## config.mk

```make
export PLATFORM = sky130hd
export DESIGN_NAME = nn_param_regs
export DESIGN_NICKNAME = d
export VERILOG_FILES = /design/src/rtl/nn_param_regs.sv
export SDC_FILE = /design/constraint.sdc
export NUM_CORES = 1
export LEC_CHECK = 0
export CORE_MARGIN = 5
export CORE_UTILIZATION = 64
export DETAILED_ROUTE_END_ITERATION = 12
export DONT_BUFFER_PORTS = 1
export PLACE_DENSITY = 0.88
export SYNTH_ARGS = -nofsm -noshare
export SYNTH_HDL_FRONTEND = slang
export SYNTH_SLANG_ARGS = --single-unit
```

## constraint.sdc

```tcl
create_clock -name clk -period 3.09 [get_ports clk]
set_input_delay 0.1545 -clock clk [delete_from_list [all_inputs] [get_ports clk]]
set_output_delay 0.1545 -clock clk [all_outputs]
set_load 0.02 [all_outputs]
```

## src/rtl/nn_param_regs.sv

```systemverilog
// -----------------------------------------------------------------------------
// nn_param_regs
//   Memory-mapped register bank for the 2-layer NN accelerator. It holds the
//   operands, the L1/L2 weights and biases, CTRL/STATUS and a small result
//   FIFO. It issues the inference start pulse, tracks busy and raises irq.
//
//   Word map (index k lives at BASE_ADDR + 4*k, C = N_IN):
//     0..C-1  OPS           C    CTRL         C+1  STATUS (RO)
//     C+2     RESULT (RO, read pops the FIFO)
//     C+3..   w_l1 (N_HID*N_IN), b_l1 (N_HID), w_l2 (N_HID), b_l2 (1)
//
//   Optional feature macro: NN_REGS_SHADOW_EN
//     defined   : parameter writes land in shadow registers and are accepted
//                 while busy; the shadows are copied to the outputs on the
//                 edge that raises start.
//     undefined : parameter writes drive the outputs directly and are
//                 rejected (err) while busy.
//
// Ports
//   clk, rst_l           clock (rising edge), asynchronous active-low reset
//   addr, wren, rden,    bus request (1-cycle pulses); wren wins over rden
//   wrdata
//   ack, err, rddata     registered response one cycle after the request
//   ops, w_l1, b_l1,     parameter outputs to the datapath
//   w_l2, b_l2
//   start                1-cycle inference start pulse
//   ready, NN_result     datapath result strobe and value
//   irq                  registered irq_en & FIFO non-empty
// -----------------------------------------------------------------------------
module nn_param_regs #(
    parameter int          DATA_W    = 32,
    parameter logic [31:0] BASE_ADDR = 32'h3000_0000,
    parameter int          N_IN      = 2,
    parameter int          N_HID     = 2,
    parameter int          RES_DEPTH = 4
) (
    input  logic                          clk,
    input  logic                          rst_l,
    input  logic [31:0]                   addr,
    input  logic                          wren,
    input  logic                          rden,
    input  logic [DATA_W-1:0]             wrdata,
    output logic                          ack,
    output logic                          err,
    output logic [DATA_W-1:0]             rddata,
    output logic [N_IN*DATA_W-1:0]        ops,
    output logic [N_HID*N_IN*DATA_W-1:0]  w_l1,
    output logic [N_HID*DATA_W-1:0]       b_l1,
    output logic [N_HID*DATA_W-1:0]       w_l2,
    output logic [DATA_W-1:0]             b_l2,
    output logic                          start,
    input  logic                          ready,
    input  logic [DATA_W-1:0]             NN_result,
    output logic                          irq
);

    localparam int IDX_CTRL   = N_IN;
    localparam int IDX_STATUS = N_IN + 1;
    localparam int IDX_RESULT = N_IN + 2;
    localparam int IDX_W0     = N_IN + 3;
    localparam int N_WT       = N_HID * (N_IN + 2) + 1;
    localparam int LAST       = IDX_W0 + N_WT - 1;
    localparam int N_PARAM    = N_IN + N_WT;
    localparam int PIDX_W     = $clog2(N_PARAM);
    localparam int PTR_W      = $clog2(RES_DEPTH);
    localparam int CNT_W      = PTR_W + 1;

    // Offsets of each group inside the flat parameter array
    localparam int P_WL1 = N_IN;
    localparam int P_BL1 = P_WL1 + N_HID * N_IN;
    localparam int P_WL2 = P_BL1 + N_HID;
    localparam int P_BL2 = P_WL2 + N_HID;

    // ---------------- state ----------------
    logic              ack_reg, err_reg, start_reg, busy_reg, irq_reg;
    logic              irq_en_reg, ovf_reg;
    logic [DATA_W-1:0] rddata_reg;
    logic [PTR_W-1:0]  wr_ptr_reg, rd_ptr_reg;
    logic [CNT_W-1:0]  count_reg;
    logic [DATA_W-1:0] fifo_mem [RES_DEPTH];

    logic [DATA_W-1:0] param_view [N_PARAM];   // value returned on readback
    logic [DATA_W-1:0] param_out  [N_PARAM];   // value driven to the datapath

    // ---------------- address decode ----------------
    logic [31:0]       word_idx;
    logic              in_range, is_ops, is_wt, is_param;
    logic [PIDX_W-1:0] param_idx;

    assign word_idx  = (addr - BASE_ADDR) >> 2;
    assign in_range  = (addr >= BASE_ADDR) && (word_idx <= 32'(LAST));
    assign is_ops    = word_idx < 32'(N_IN);
    assign is_wt     = word_idx >= 32'(IDX_W0);
    assign is_param  = is_ops || is_wt;
    // Weights follow the operands directly in the flat array, skipping
    // the three control words.
    assign param_idx = PIDX_W'(is_ops ? word_idx : word_idx - 32'(IDX_W0 - N_IN));

    // ---------------- FIFO status ----------------
    logic fifo_empty, fifo_full;
    assign fifo_empty = (count_reg == '0);
    assign fifo_full  = (count_reg == CNT_W'(RES_DEPTH));

    logic [DATA_W-1:0] status_val;
    always_comb begin
        status_val       = '0;
        status_val[0]    = busy_reg;
        status_val[1]    = fifo_empty;
        status_val[2]    = fifo_full;
        status_val[3]    = ovf_reg;
        status_val[15:8] = 8'(count_reg);
    end

    // ---------------- access decode ----------------
    logic              wr_req, rd_req;
    logic              acc_err, param_wr, start_fire, irq_en_wr, fifo_clr;
    logic              ovf_clr, pop;
    logic [DATA_W-1:0] rd_val;

    assign wr_req = wren;
    assign rd_req = rden && !wren;

    always_comb begin
        acc_err    = 1'b0;
        param_wr   = 1'b0;
        start_fire = 1'b0;
        irq_en_wr  = 1'b0;
        fifo_clr   = 1'b0;
        ovf_clr    = 1'b0;
        pop        = 1'b0;
        rd_val     = '0;
        if (wr_req || rd_req) begin
            if (addr[1:0] != 2'b00 || !in_range) begin
                acc_err = 1'b1;
            end else if (wr_req) begin
                if (is_param) begin
`ifdef NN_REGS_SHADOW_EN
                    param_wr = 1'b1;
`else
                    if (busy_reg) acc_err  = 1'b1;
                    else          param_wr = 1'b1;
`endif
                end else if (word_idx == 32'(IDX_CTRL)) begin
                    // A rejected START rejects the whole CTRL write
                    if (wrdata[0] && busy_reg) begin
                        acc_err = 1'b1;
                    end else begin
                        irq_en_wr  = 1'b1;
                        start_fire = wrdata[0];
                        fifo_clr   = wrdata[2];
                    end
                end else if (word_idx == 32'(IDX_STATUS)) begin
                    ovf_clr = wrdata[3];
                end else begin
                    acc_err = 1'b1;                // RESULT is read-only
                end
            end else begin
                if (is_param) begin
                    rd_val = param_view[param_idx];
                end else if (word_idx == 32'(IDX_CTRL)) begin
                    rd_val[1] = irq_en_reg;
                end else if (word_idx == 32'(IDX_STATUS)) begin
                    rd_val = status_val;
                end else if (fifo_empty) begin
                    acc_err = 1'b1;
                end else begin
                    pop    = 1'b1;
                    rd_val = fifo_mem[rd_ptr_reg];
                end
            end
        end
    end

    // Clear beats a same-cycle push; a pop frees room for a push when full.
    logic push_ok, ovf_set;
    assign push_ok = ready && !fifo_clr && (!fifo_full || pop);
    assign ovf_set = ready && !fifo_clr && fifo_full && !pop;

    // ---------------- control / FIFO state ----------------
    always_ff @(posedge clk or negedge rst_l) begin
        if (!rst_l) begin
            ack_reg    <= 1'b0;
            err_reg    <= 1'b0;
            rddata_reg <= '0;
            start_reg  <= 1'b0;
            busy_reg   <= 1'b0;
            irq_en_reg <= 1'b0;
            ovf_reg    <= 1'b0;
            irq_reg    <= 1'b0;
            wr_ptr_reg <= '0;
            rd_ptr_reg <= '0;
            count_reg  <= '0;
        end else begin
            ack_reg    <= wr_req || rd_req;
            err_reg    <= acc_err;
            rddata_reg <= acc_err ? '0 : rd_val;
            start_reg  <= start_fire;
            // A new start wins over a same-cycle ready
            if (start_fire)  busy_reg <= 1'b1;
            else if (ready)  busy_reg <= 1'b0;
            if (irq_en_wr)   irq_en_reg <= wrdata[1];
            if (ovf_set)      ovf_reg <= 1'b1;
            else if (ovf_clr) ovf_reg <= 1'b0;
            irq_reg <= irq_en_reg && !fifo_empty;
            if (fifo_clr) begin
                wr_ptr_reg <= '0;
                rd_ptr_reg <= '0;
                count_reg  <= '0;
            end else begin
                if (push_ok) wr_ptr_reg <= wr_ptr_reg + 1'b1;
                if (pop)     rd_ptr_reg <= rd_ptr_reg + 1'b1;
                if (push_ok && !pop)      count_reg <= count_reg + 1'b1;
                else if (!push_ok && pop) count_reg <= count_reg - 1'b1;
            end
        end
    end

    // FIFO storage: plain array, no reset needed since pointers guard reads
    always_ff @(posedge clk) begin
        if (push_ok) fifo_mem[wr_ptr_reg] <= NN_result;
    end

    // ---------------- parameter registers ----------------
    genvar gi;
    generate
        for (gi = 0; gi < N_PARAM; gi++) begin : g_param
`ifdef NN_REGS_SHADOW_EN
            logic [DATA_W-1:0] shadow_reg, out_reg;
            always_ff @(posedge clk or negedge rst_l) begin
                if (!rst_l) begin
                    shadow_reg <= '0;
                    out_reg    <= '0;
                end else begin
                    if (param_wr && param_idx == PIDX_W'(gi)) shadow_reg <= wrdata;
                    if (start_fire) out_reg <= shadow_reg;
                end
            end
            assign param_view[gi] = shadow_reg;
            assign param_out[gi]  = out_reg;
`else
            logic [DATA_W-1:0] value_reg;
            always_ff @(posedge clk or negedge rst_l) begin
                if (!rst_l)                                     value_reg <= '0;
                else if (param_wr && param_idx == PIDX_W'(gi))  value_reg <= wrdata;
            end
            assign param_view[gi] = value_reg;
            assign param_out[gi]  = value_reg;
`endif
        end

        for (gi = 0; gi < N_IN; gi++) begin : g_ops
            assign ops[gi*DATA_W +: DATA_W] = param_out[gi];
        end
        for (gi = 0; gi < N_HID*N_IN; gi++) begin : g_wl1
            assign w_l1[gi*DATA_W +: DATA_W] = param_out[P_WL1 + gi];
        end
        for (gi = 0; gi < N_HID; gi++) begin : g_hid
            assign b_l1[gi*DATA_W +: DATA_W] = param_out[P_BL1 + gi];
            assign w_l2[gi*DATA_W +: DATA_W] = param_out[P_WL2 + gi];
        end
    endgenerate

    assign b_l2   = param_out[P_BL2];
    assign ack    = ack_reg;
    assign err    = err_reg;
    assign rddata = rddata_reg;
    assign start  = start_reg;
    assign irq    = irq_reg;

endmodule

```

==> Implementation_results.wiki <==
{| class="wikitable"
! Metric !! Value
|-
| Result of the run || finished with violations
|-
| Failing checks || negative hold slack
|-
| Cells taking the most area after synthesis || dfrtp_1, mux2_2, edfxtp_1
|-
| Leading cell type in the layout, fill and taps excluded || dfrtp_1
|-
| Initial DRC count || around 2100
|-
| Synth area leader || dfrtp_1
|-
| Min-Delay Path Class || input pin to asynchronous set/reset pin
|-
| Hold slack final || -0.756 ns
|-
| Number of hold violations in the final report || a little under 400
|-
| Top-Level Pins || around 500
|-
| Maximum number of pins on one net before global-route repair || approximately 400
|-
| Distinct cell type count of the synthesized netlist || between 70 and 80
|-
| Buffer cell driving the clock tree root || clkbuf_16
|-
| Overall overflow remaining after global route || 0
|-
| Worst-path maximum fanout || 170
|-
| Post-route setup TNS || 0 ns
|-
| WP buf/inv || 3
|-
| Via/cell ratio || just over 7
|-
| Commonest cells after routing, fill and taps aside || dfrtp_1, mux2_2, mux2i_1
|-
| Aggregate routed wire length || between 80 and 90 mm
|-
| Critical Path Start Type || input pin
|-
| Worst clock skew || 0.0284 ns
|-
| Worst Path Required || about 3.5 ns
|-
| Number of buffers inserted by post-CTS setup repair || 0
|-
| Tcrit/Tclk final || 83.8%
|-
| Endpoint kind of the worst setup timing path || flop
|-
| HPWL reported at the end of detailed placement || 54.0 mm
|-
| Time the worst path needs with I/O delays and setup || between 2 and 3 ns
|-
| DRC Markers || 0
|-
| Port Buffer Count || 0
|-
| Floorplan core area || just under 40000 um^2
|-
| Routability-driven placement congestion ratio || about 0.93
|-
| Detailed Routing Iterations Pass 1 || 6
|-
| Clock latency reported for the late side of the worst-skew pair || 0.61 ns
|-
| ANT nets after route || 0
|-
| Die extent in y || 208 um
|-
| RR Startpoint || count_reg[0]
|-
| Standard-cell row count || 72
|-
| Initial antenna violation count || 7
|-
| Most used DFF post-synth || dfrtp_1
|-
| Final number of max-transition violations || 0
|-
| Total power per unit cell area || between 500 and 600 nW/um^2
|-
| Nets@finish || between 1500 and 2000
|-
| Cell type with the highest occurrence count on the critical path || buf_4
|-
| Final instance count without filler cells || approximately 2400
|-
| Static power due to leakage || around 13 nW
|-
| Instance count after placement with tap cells included || between 2000 and 2500
|-
| TritonCTS Buffers || 52
|-
| # resized after CTS || 0
|-
| Number of failing setup endpoints in the final timing report || 0
|-
| Top achievable clock speed || 386 MHz
|-
| Post-synth EDFFs || between 100 and 150
|-
| Reg2Reg Capture Point || fifo_mem[0][15]
|-
| Critical path arrival || approximately 3.0 ns
|-
| Flip-flop count of the largest register, all copies and words added || between 300 and 400
|-
| Slowest Stage Delay on Critical Path || approximately 0.55 ns
|-
| Critical path launch point || addr[2]
|-
| Num Clock Sinks || 526
|-
| RSZ-0062 raised after global routing || false
|-
| Cells after synthesis || approximately 1800
|-
| Die X-Extent || approximately 210 um
|-
| Sequence of cells on the critical path || clkinv_2, ha_4, buf_4, buf_4, mux4_2, nor2_1, a21oi_1, o221ai_1, o2bb2ai_1
|-
| Die area || approximately 43000 um^2
|-
| Dominant delay contributor by cell family on the critical path || compound AO/OA/AOI/OAI gates
|-
| CTS tree || yes
|-
| CTS hold repair buffers || 70
|-
| Depth of the CTS H-tree || 2
|-
| Worst-case reg-to-reg path depth || 8
|-
| Slew of the pin with the lowest slew margin || about 1.0 ns
|-
| Worst R2R Setup Slack || approximately 0.55 ns
|-
| Clock slew at reported path FFs || 0.06 ns
|-
| Worst-case vdd ir drop || between 0.7 and 0.8 mV
|-
| Cell area after synthesis || approximately 25000 um^2
|-
| Proportion of netlist area held by the largest area contributor || about two fifths
|-
| Max Root-Sink Buffers || 3
|-
| Synthesized flop and latch total || ~530
|-
| Number of nets produced by synthesis || approximately 2000
|-
| Yosys Warn Count || 0
|-
| Relative slew margins || approximately a third
|-
| Routed len/inst || 33.6 um
|-
| Area overhead of the layout relative to synthesis || 13.3%
|-
| Share of final-layout standard cells stronger than drive strength 1 || about a third
|-
| Via count of the first global-routing pass || about 18000
|-
| Vias || 17700
|-
| Slowest library cell on the worst path || mux4_2
|-
| Path type of the worst setup path || input pin to flop
|-
| Seq/Total Area, Yosys || roughly 55%
|-
| Fraction of registers with async set or reset after synthesis || about three quarters
|-
| Global-route wire length before repair || about 120 mm
|-
| Mean area per synthesized cell || between 10 and 15 um^2
|-
| Overall fraction of global-route tracks in use || between 30% and 40%
|-
| Initial core utilization || approximately two thirds
|-
| Number of max-capacitance violations reported || 0
|}
through the flow:
step	utilization [%]	cell area, um^2	hold WS (ns)	setup slack, ns	power (mW)
after floorplan	-	25100	-0.141	0.00875	8.58
after global placement	66.8	25900	-0.133	0.108	8.86
after detailed placement	66.8	25900	-0.134	0.0590	8.92
after CTS	73.3	28400	-0.779	0.592	15.8
after global routing	73.3	28400	-0.786	0.319	16.3
final	73.3	28400	-0.756	0.500	15.8
cells in the mapped netlist (all sizes together), types with 15 or more instances:
cell and number:
nor2 95, o22ai 15, nand2 57, o21ai 46
mux2 368, nor3 21, clkbuf 91, o2bb2ai 25
a211oi 72, buf 73, dfrtp 398, mux2i 131
o221ai 29, a21oi 69, edfxtp 128, mux4 65
how the worst max path moves through the flow:
| stage | end | slack [ns] | cells past startpoint |
|---|---|---|---|
| 2_1_floorplan | count_reg[2] | 0.009 | 17 |
| 3_3_place_gp | rddata[18] | 0.11 | 9 |
| 3_5_place_dp | rddata[14] | 0.06 | 9 |
| 4_1_cts | fifo_mem[1][12] | 0.59 | 8 |
| 5_1_grt | count_reg[2] | 0.32 | 11 |
| 6_report | rddata[7] | 0.50 | 9 |
layout make-up:
type,instances,area [um^2]
clock inverter,23,370
tap,518,648
multi-input combinational,1145,10700
inverter,10,38.8
antenna,8,20.0
clock buffer,67,1430
timing repair buffer,137,1440
fill,2294,10300
sequential,526,13800
where the power goes:
part / internal (mW) / total, mW / switching [mW]
clock network: 3.95 / 6.74 / 2.79
registers: 7.53 / 7.66 / 0.129
logic: 0.526 / 1.35 / 0.829
total: 12.0 / 15.8 / 3.74
worst register-to-register path, cell delays in order (launching register included):
cell and delay [ns]:
dfrtp_1 0.44, or3_1 0.27, nand3_1 0.20, nor2_2 0.25
o21ai_2 0.10, buf_4 0.16, nor2_1 0.26, and2_4 0.31
buf_12 0.23
cells by family after synthesis:
kind of cell               after synthesis  share of synthesized area, %
AOI/OAI and AO/OA                      308                          8.48
adders and majority gates                9                         0.479
DFF                                    526                          55.0
buffers and inverters                  174                          2.91
and+or+nand+nor                        258                          5.23
muxes                                  564                          27.6
xor gates and xnor gates                 6                         0.210
routing by layer:
layer  up-vias  wire [um]  part of all wire [%]  track usage [%]
met5         -         27                 0.033                0
met4         4       4150                   5.1             14.3
met3       281      10500                    13             14.4
met2      1231      36900                    45             55.1
met1      9083      30200                    37             49.5
li1       7061          -                     -                -
Power figures use the tool's default switching activity.
